==> src/rtl/seq_detector_scheduler_pkg.sv <==
// Shared definitions for the sequence-detector scheduler: FSM encoding,
// default widths and requester identifiers.
package seq_detector_scheduler_pkg;

  localparam int WORD_W_DEF = 8;
  localparam int CNT_W_DEF  = 4;

  localparam logic REQ0 = 1'b0;
  localparam logic REQ1 = 1'b1;

  typedef enum logic [2:0] {
    IDLE  = 3'd0,
    CLR   = 3'd1,
    SHIFT = 3'd2,
    DRAIN = 3'd3,
    RESP  = 3'd4
  } state_e;

  // Plain vector encodings of the states for logic-typed state registers.
  localparam logic [2:0] ST_IDLE  = IDLE;
  localparam logic [2:0] ST_CLR   = CLR;
  localparam logic [2:0] ST_SHIFT = SHIFT;
  localparam logic [2:0] ST_DRAIN = DRAIN;
  localparam logic [2:0] ST_RESP  = RESP;

endpackage

==> src/rtl/seq_detector_scheduler_if.sv <==
// Requester handshake and response bus of the scheduler. The requester side
// uses the master modport, the scheduler uses the slave modport.
interface seq_detector_scheduler_if
  import seq_detector_scheduler_pkg::*;
#(
  parameter int WORD_W = WORD_W_DEF,
  parameter int CNT_W  = CNT_W_DEF
) ();

  logic              req0_valid;
  logic [WORD_W-1:0] req0_data;
  logic              req0_ready;
  logic              req1_valid;
  logic [WORD_W-1:0] req1_data;
  logic              req1_ready;
  logic              resp_valid;
  logic              resp_id;
  logic [CNT_W-1:0]  resp_count;

  modport master (
    output req0_valid, req0_data, req1_valid, req1_data,
    input  req0_ready, req1_ready, resp_valid, resp_id, resp_count
  );

  modport slave (
    input  req0_valid, req0_data, req1_valid, req1_data,
    output req0_ready, req1_ready, resp_valid, resp_id, resp_count
  );

endinterface

==> src/rtl/seq_detector_scheduler_rr_arbiter_2.sv <==
// Two-way round-robin arbiter. The grant is combinational from the requests
// and the last winner; last_grant only moves when the owner accepts a grant.
module rr_arbiter_2 (
  input  logic       clock,
  input  logic       reset,
  input  logic [1:0] req,
  input  logic       update,
  output logic [1:0] grant
);

  logic last_grant;

  // One-hot grant: a lone requester always wins, a tie goes to the one that did not win last.
  always_comb begin
    grant = 2'b00;
    if (req == 2'b11) begin
      grant = last_grant ? 2'b01 : 2'b10;
    end else begin
      grant = req;
    end
  end

  // Remember the latest winner; reset favours requester 0 for the first tie.
  always_ff @(posedge clock or posedge reset) begin
    if (reset) begin
      last_grant <= 1'b1;
    end else if (update) begin
      last_grant <= grant[1];
    end else begin
      last_grant <= last_grant;
    end
  end

endmodule

==> src/rtl/seq_detector_scheduler.sv <==
// Time-shares one serial sequence detector between two requesters: accepts a
// word, clears the detector, shifts the word in MSB-first, counts y=1 samples
// (saturating) and returns the count tagged with the requester id.
module seq_detector_scheduler
  import seq_detector_scheduler_pkg::*;
#(
  parameter int WORD_W = WORD_W_DEF,
  parameter int CNT_W  = CNT_W_DEF
) (
  input  logic                        clock,
  input  logic                        reset,
  seq_detector_scheduler_if.slave     bus,
  output logic                        det_x,
  output logic                        det_rst,
  input  logic                        det_y,
  output logic                        busy
);

  localparam int BC_W = $clog2(WORD_W + 1);
  localparam logic [BC_W-1:0] LAST_BIT = BC_W'(WORD_W - 1);

  logic [2:0]        state;
  logic [WORD_W-1:0] shreg;
  logic [BC_W-1:0]   bitcnt;
  logic [CNT_W-1:0]  count;
  logic [CNT_W-1:0]  count_next;
  logic              id;
  logic              resp_valid;
  logic              resp_id;
  logic [CNT_W-1:0]  resp_count;
  logic [1:0]        req;
  logic [1:0]        grant;
  logic              fire;
  logic              sample;

  function automatic logic [CNT_W-1:0] sat_inc(input logic [CNT_W-1:0] c);
    if (c == {CNT_W{1'b1}}) begin
      return c;
    end else begin
      return c + CNT_W'(1);
    end
  endfunction

  assign req  = {bus.req1_valid, bus.req0_valid};
  assign fire = (state == ST_IDLE) && ((req & grant) != 2'b00);

  rr_arbiter_2 u_arb (
    .clock  (clock),
    .reset  (reset),
    .req    (req),
    .update (fire),
    .grant  (grant)
  );

  // Ready is only offered while idle, to the requester the arbiter selected.
  always_comb begin
    bus.req0_ready = (state == ST_IDLE) && grant[0];
    bus.req1_ready = (state == ST_IDLE) && grant[1];
  end

  // det_y lags det_x by one cycle, so the first SHIFT cycle and CLR carry no sample; DRAIN holds the last one.
  always_comb begin
    sample = ((state == ST_SHIFT) && (bitcnt != '0)) || (state == ST_DRAIN);
    if (sample && det_y) begin
      count_next = sat_inc(count);
    end else begin
      count_next = count;
    end
  end

  // Main sequencer: accept, clear, shift WORD_W bits, drain the last sample, respond.
  always_ff @(posedge clock or posedge reset) begin
    if (reset) begin
      state      <= ST_IDLE;
      shreg      <= '0;
      bitcnt     <= '0;
      count      <= '0;
      id         <= REQ0;
      det_x      <= 1'b0;
      resp_valid <= 1'b0;
      resp_id    <= 1'b0;
      resp_count <= '0;
    end else begin
      resp_valid <= 1'b0;
      case (state)
        ST_IDLE: begin
          det_x <= 1'b0;
          if (fire) begin
            shreg  <= grant[1] ? bus.req1_data : bus.req0_data;
            id     <= grant[1] ? REQ1 : REQ0;
            count  <= '0;
            bitcnt <= '0;
            state  <= ST_CLR;
          end
        end
        ST_CLR: begin
          det_x  <= shreg[WORD_W-1];
          shreg  <= {shreg[WORD_W-2:0], 1'b0};
          bitcnt <= '0;
          state  <= ST_SHIFT;
        end
        ST_SHIFT: begin
          count <= count_next;
          if (bitcnt == LAST_BIT) begin
            det_x <= 1'b0;
            state <= ST_DRAIN;
          end else begin
            det_x  <= shreg[WORD_W-1];
            shreg  <= {shreg[WORD_W-2:0], 1'b0};
            bitcnt <= bitcnt + BC_W'(1);
          end
        end
        ST_DRAIN: begin
          det_x      <= 1'b0;
          count      <= count_next;
          resp_count <= count_next;
          resp_id    <= id;
          resp_valid <= 1'b1;
          state      <= ST_RESP;
        end
        ST_RESP: begin
          det_x <= 1'b0;
          state <= ST_IDLE;
        end
        default: begin
          det_x <= 1'b0;
          state <= ST_IDLE;
        end
      endcase
    end
  end

  assign det_rst        = reset || (state == ST_CLR);
  assign busy           = (state != ST_IDLE);
  assign bus.resp_valid = resp_valid;
  assign bus.resp_id    = resp_id;
  assign bus.resp_count = resp_count;

endmodule

==> src/flat_wrapper.sv <==
// flat-port wrapper written by rule: the top's interface ports become plain ports
module seq_detector_scheduler_flat import seq_detector_scheduler_pkg::*;
#(
  parameter int WORD_W = WORD_W_DEF,
  parameter int CNT_W  = CNT_W_DEF
)
  (clock, reset, det_x, det_rst, det_y, busy, bus_req0_valid, bus_req0_data, bus_req1_valid, bus_req1_data, bus_req0_ready, bus_req1_ready, bus_resp_valid, bus_resp_id, bus_resp_count);
  seq_detector_scheduler_if #(.WORD_W(WORD_W), .CNT_W(CNT_W)) bus_i ();
  input  logic clock;
  input  logic reset;
  output logic det_x;
  output logic det_rst;
  input  logic det_y;
  output logic busy;
  input wire logic [$bits(bus_i.req0_valid)-1:0] bus_req0_valid;
  input wire logic [$bits(bus_i.req0_data)-1:0] bus_req0_data;
  input wire logic [$bits(bus_i.req1_valid)-1:0] bus_req1_valid;
  input wire logic [$bits(bus_i.req1_data)-1:0] bus_req1_data;
  output wire logic [$bits(bus_i.req0_ready)-1:0] bus_req0_ready;
  output wire logic [$bits(bus_i.req1_ready)-1:0] bus_req1_ready;
  output wire logic [$bits(bus_i.resp_valid)-1:0] bus_resp_valid;
  output wire logic [$bits(bus_i.resp_id)-1:0] bus_resp_id;
  output wire logic [$bits(bus_i.resp_count)-1:0] bus_resp_count;
  assign bus_i.req0_valid = bus_req0_valid;
  assign bus_i.req0_data = bus_req0_data;
  assign bus_i.req1_valid = bus_req1_valid;
  assign bus_i.req1_data = bus_req1_data;
  assign bus_req0_ready = bus_i.req0_ready;
  assign bus_req1_ready = bus_i.req1_ready;
  assign bus_resp_valid = bus_i.resp_valid;
  assign bus_resp_id = bus_i.resp_id;
  assign bus_resp_count = bus_i.resp_count;
  seq_detector_scheduler #(.WORD_W(WORD_W), .CNT_W(CNT_W)) u_core (.clock(clock), .reset(reset), .bus(bus_i), .det_x(det_x), .det_rst(det_rst), .det_y(det_y), .busy(busy));
endmodule
==> config.mk <==
export PLATFORM = sky130hd
export DESIGN_NAME = seq_detector_scheduler_flat
export DESIGN_NICKNAME = d
export VERILOG_FILES = /design/src/rtl/seq_detector_scheduler_pkg.sv /design/src/rtl/seq_detector_scheduler_if.sv /design/src/rtl/seq_detector_scheduler_rr_arbiter_2.sv /design/src/rtl/seq_detector_scheduler.sv /design/src/flat_wrapper.sv
export SDC_FILE = /design/constraint.sdc
export NUM_CORES = 1
export LEC_CHECK = 0
export ABC_CLOCK_PERIOD_IN_PS = 2600
export CAP_MARGIN = 20
export CORE_ASPECT_RATIO = 0.9
export CORE_UTILIZATION = 40
export DETAILED_ROUTE_END_ITERATION = 8
export GPL_TIMING_DRIVEN = 0
export SYNTH_ARGS = -nofsm -noshare
export SYNTH_HDL_FRONTEND = slang
export SYNTH_HIERARCHICAL = 1
export SYNTH_SLANG_ARGS = --single-unit
==> constraint.sdc <==
create_clock -name clock -period 2.6 [get_ports clock]
set_clock_uncertainty 0.05 [all_clocks]
set_input_delay 0.26 -clock clock [delete_from_list [all_inputs] [get_ports clock]]
set_output_delay 0.26 -clock clock [all_outputs]
set_load 0.1 [all_outputs]
Word level (Yosys, flattened, before mapping)
Cells that the tools add are included.
{"block": "totals", "ff_bits": 28, "latchBits": 0, "ramBits": 0, "mem_bits_ro": 0, "output_inout_bits": 11, "word_cells": 59, "mem_count": 0}
{"block": "op_classes", "addsub": 2, "n_mul": 0, "div": 0, "order_cmp": 0, "eq_ne": 9, "shift": 0, "mux": 19, "bitwise_logic": 1, "n_reduce_logical": 18}
{"operator": "2-to-1 mux 8 bit", "count": 3}
{"operator": "one-hot mux 8 bit (3 select lines)", "count": 1}
{"operator": "2-to-1 mux 4 bit", "count": 4}
{"operator": "one-hot mux 3 bit (4 select lines)", "count": 1}
{"operator": "one-hot mux 4 bit (3 select lines)", "count": 1}
{"operator": "adder 4 x 1 -> 4 bit, second input constant", "count": 2}
{"operator": "one-hot mux 4 bit (2 select lines)", "count": 1}
{"operator": "== test 3 x 2 -> 1 bit, second input constant", "count": 2}
{"operator": "2-to-1 mux 3 bit", "count": 2}
{"operator": "AND reduction 2 bit", "count": 3}
{"operator": "nonzero test 3 bit", "count": 2}
{"operator": "logical AND 1 bit", "count": 5}
{"operator": "== test 4 x 3 -> 1 bit, second input constant", "count": 1}
{"operator": "== test 4 bit, second input constant", "count": 1}
{"operator": "2-to-1 mux 2 bit", "count": 2}
{"operator": "inequality test 2 bit, second input constant", "count": 2}
{"operator": "nonzero test 2 bit", "count": 2}
{"operator": "nonzero test 4 bit", "count": 1}
{"operator": "== test 3 x 1 -> 1 bit, second input constant", "count": 1}
{"operator": "logical NOT 3 bit", "count": 1}
{"operator": "2-to-1 mux 1 bit", "count": 3}
{"operator": "AND reduction 3 bit", "count": 1}
{"operator": "bitwise AND 2 bit", "count": 1}
{"operator": "== test 2 bit, second input constant", "count": 1}
{"operator": "other kinds (4)", "count": 5}

Depth between registers and ports, before layout
{"block": "depth", "word_depth": 7, "mapped_depth": 7}

Hierarchy
The synthesis kept the hierarchy.
{"mod": "seq_detector_scheduler", "n_inst": 1, "cells_per_inst": 146, "area_each_um2": 1491.4}
{"mod": "rr_arbiter_2", "n_inst": 1, "cells_per_inst": 6, "area_each_um2": 67.6}

Least setup slack after synthesis
OpenSTA, ideal clock, no wires.
{"block": "synth_timing", "path_kind": "register to register", "start": "register u_core.bitcnt[0]", "end": "register u_core.shreg[0]", "setup_time_ps": 125, "arrival_time_ps": 1855, "t_required_ps": 2425, "slack_ps": 570, "path_stages_with_launch": 7, "synth_period_minus_slack_ps": 2030, "path_cell_list": "dfrtp_1 -> ha_1 -> and3b_1 -> buf_6 -> o21a_4 -> nor3_4 -> mux2_4"}
{"block": "synth_via", "elab_chain_cells": 3}
{"item": "from (decl)", "line_no": "seq_detector_scheduler.sv:24", "source": "logic [BC_W-1:0] bitcnt;"}
{"item": "from (signal assigned)", "line_no": "seq_detector_scheduler.sv:110", "source": "bitcnt <= bitcnt + BC_W'(1);"}
{"item": "== test 4 x 3 -> 1 bit", "line_no": "seq_detector_scheduler.sv:104", "source": "if (bitcnt == LAST_BIT) begin"}
{"item": "inequality test 2 bit (no source line)"}
{"item": "AND reduction 3 bit (no source line)"}
{"item": "to (signal assigned)", "line_no": "seq_detector_scheduler.sv:89", "source": "shreg <= grant[1] ? bus.req1_data : bus.req0_data;"}
{"item": "to (signal assigned)", "line_no": "seq_detector_scheduler.sv:98", "source": "shreg <= {shreg[WORD_W-2:0], 1'b0};"}
{"item": "to (signal assigned)", "line_no": "seq_detector_scheduler.sv:109", "source": "shreg <= {shreg[WORD_W-2:0], 1'b0};"}
{"item": "to (decl)", "line_no": "seq_detector_scheduler.sv:23", "source": "logic [WORD_W-1:0] shreg;"}
Every way passes these cells.
A chain may end at the register's enable or synchronous reset.

Final worst setup path
{"block": "layout_timing", "start": "register u_core.state[1]", "end": "output bus_req1_ready"}
{"block": "layout_via", "elab_chain_cells": 2}
{"item": "from (decl)", "line_no": "seq_detector_scheduler.sv:22", "source": "logic [2:0] state;"}
{"item": "from (signal assigned)", "line_no": "seq_detector_scheduler.sv:74", "source": "state <= ST_IDLE;"}
{"item": "from (signal assigned)", "line_no": "seq_detector_scheduler.sv:93", "source": "state <= ST_CLR;"}
{"item": "from (signal assigned)", "line_no": "seq_detector_scheduler.sv:100", "source": "state <= ST_SHIFT;"}
{"item": "logical NOT 3 bit", "line_no": "seq_detector_scheduler.sv:58", "source": "bus.req1_ready = (state == ST_IDLE) && grant[1];"}
{"item": "logical AND 1 bit", "line_no": "seq_detector_scheduler.sv:58"}
{"item": "to (decl)", "line_no": "flat_wrapper.sv:20", "source": "output wire logic [$bits(bus_i.req1_ready)-1:0] bus_req1_ready;"}
Every way passes these cells.

==> results.json <==
{
  "status": "finished clean",
  "io_pins": 32,
  "grt_overflow": 0,
  "pre_cts_ws_ns": -0.503,
  "multi_input_area_um2": 771,
  "vdd_drop_max_mv": 0.424,
  "period_share_pct": 91.6,
  "yosys-top-cells-area": "dfrtp_1 43%, mux2i_1 7.7%, mux2_2 6.5%",
  "critPathTopFamily": "buffers and inverters",
  "vias": 1198,
  "syn_area_um2": 1560,
  "arrival_ns": 2.07,
  "cts-resized-gates": 8,
  "synth_warnings": 6,
  "leakagePower_nw": 0.940,
  "rsz0062_at_grt": "no",
  "ys_types": 38,
  "nets": 213,
  "cts-hold-fix-buffers": 0,
  "grt_use_total_pct": 17.0,
  "antenna_found_initial": 0,
  "async_flop_share_pct": 100,
  "synth_common_cells": "27 x dfrtp_1, 16 x inv_1, 16 x nand2_1",
  "gp_congestion": 0.801,
  "dr.pass1.iters": 4,
  "cts_made_buffers": 3,
  "hold_viol": 0,
  "reg2reg_depth": 6,
  "required_ns": 2.29,
  "syn_area_per_cell_um2": 10.3,
  "clock_latency_ns": 0.27,
  "ant_nets": 0,
  "period_minus_slack_ns": 2.38,
  "port_buffers": 31,
  "routed_via_density": 5.12,
  "drive_above_1_share_pct": 16.0,
  "cts_root_buf": "clkbuf_8",
  "area_growth_pct": 28.5,
  "worst_slack_ns": 0.220,
  "core_um2": 3730,
  "worst_path_max_delay_cell": "clkdlybuf4s15_2",
  "path_cells": "clkbuf_1 -> nor3_1 -> and2_1 -> clkdlybuf4s15_2",
  "syn-num-nets": 176,
  "setup_violations": 0,
  "holdWs_ns": 0.255,
  "synth_most_common_cell": "dfrtp_1",
  "hpwlAfterDp_mm": 2.34,
  "postCtsSetupRepairBufs": 0,
  "drt-wirelength-per-cell_um": 13.3,
  "cts_tree": "done",
  "grt_pass1_vias": 1141,
  "max_freq_ghz": 0.420,
  "power_density_nw_per_um2": 1250,
  "yosys.area.top_type": "dfrtp_1",
  "drt_iter0_markers": 63,
  "min-delay-path-class": "in2async",
  "yosys_register_bits": 28,
  "report.final.slew_viol_count": 0,
  "die_area_um2": 4150,
  "synthCells": 152,
  "utilization_pct": 53.7,
  "cp.buffers_inverters": 2,
  "htreeDepth": 1,
  "path_clk_slew_ns": 0.09,
  "die_h_um": 61.2,
  "synth_seq_area_share_pct": 45.0,
  "slowest_delay_ns": 0.56,
  "r2r_setup_slack_ns": 0.37,
  "yosysTopAreaCellShare_pct": 43.3,
  "start_util_pct": 41.8,
  "clk_path_buf_depth": 2,
  "drc_errors": 0,
  "synth-edff-count": 0,
  "path_depth": 4,
  "grt_first_pass_wirelength_mm": 5.14,
  "nFillCells": 346,
  "synth_ff_type": "dfrtp_1",
  "die_w_um": 67.8,
  "wirelength_mm": 3.10,
  "path_max_fanout": 10,
  "seq_area_um2": 702,
  "grt_max_degree": 16,
  "critPathCaptureType": "output port",
  "slew_headroom_pct": 35.8,
  "crit_type": "reg2out",
  "clock-sinks": 28,
  "cp-start-kind": "flip-flop",
  "rows": 21,
  "drv_cap": 0,
  "tightest_slew_ns": 0.960,
  "n_antenna_cell": 0
}
[per-stage QoR]
| step | std cells | setup TNS, ns | area, um2 | total power [mW] |
|---|---|---|---|---|
| after floorplan | 152 | 0 | 1560 | 1.93 |
| after global placement | 229 | -0.832 | 1930 | 2.23 |
| after detailed placement | 230 | -0.853 | 1950 | 2.27 |
| after CTS | 234 | 0 | 2010 | 2.53 |
| after global routing | 234 | 0 | 2000 | 2.68 |
| final | 234 | 0 | 2000 | 2.50 |
[final timing paths]
| check | startpoint | end |
|---|---|---|
| hold reg to reg | u_core/id | u_core/bus.resp_id |
| max in group asynchronous | reset | u_core/bus.resp_count[2] |
| min in group clock | u_core/id | u_core/bus.resp_id |
| setup reg to reg | u_core/u_arb/last_grant | u_core/shreg[2] |
| setup / recovery | u_core/state[1] | bus_req1_ready |
| hold / removal | reset | u_core/u_arb/last_grant |
[state kept, by name (all words and copies together), names as in the netlist]
signal	cells
u_core/state	3
u_core/shreg	8
u_core/det_x	1
u_core/bitcnt	4
u_core/bus.resp_id	1
u_core/count	4
u_core/bus.resp_valid	1
u_core/bus.resp_count	4
u_core/id	1
u_core/u_arb/last_grant	1
[per-layer routing]
metal	vias up	GRT usage (%)	routed length, um
li1	595	-	-
met1	580	20.6	1420
met2	21	29.8	1580
met3	2	4.44	81
met4	0	4.46	17
met5	-	0	0
[where the power goes]
group | internal (mW) | switching [mW]
combinational | 0.534 | 0.967
sequential | 0.616 | 0.115
clock | 0.136 | 0.134
[kinds of logic after synthesis]
kind of cell             Yosys count  synth area share [%]
AO/OA/AOI/OAI                     22                  10.1
XOR/XNOR                           4                  2.25
adder cells (fa/ha/maj)            3                  2.41
buffers and inverters             21                  5.54
flip-flops                        28                  45.0
multiplexers                      25                  18.1
AND/OR/NAND/NOR                   49                  16.6
[placed cells by master (no fill, tap or decap), types with 5 or more instances in the layout]
cell	count
dfrtp_1	27
clkdlybuf4s50_1	27
o21ai_0	5
inv_1	16
nand2_1	16
nand3_1	5
nor3_1	5
nor2_1	7
mux2i_1	12
mux2_2	9
[final cells by class]
type | count | area share (%)
inverters | 16 | 3.00
plain buffers | 5 | 1.37
flip-flops and latches | 28 | 35.0
multi-input cells | 103 | 38.5
clock buffers | 4 | 2.75
well taps | 46 | 2.87
repair buffers | 32 | 16.5
No activity file was read; power rests on OpenSTA's default activity.
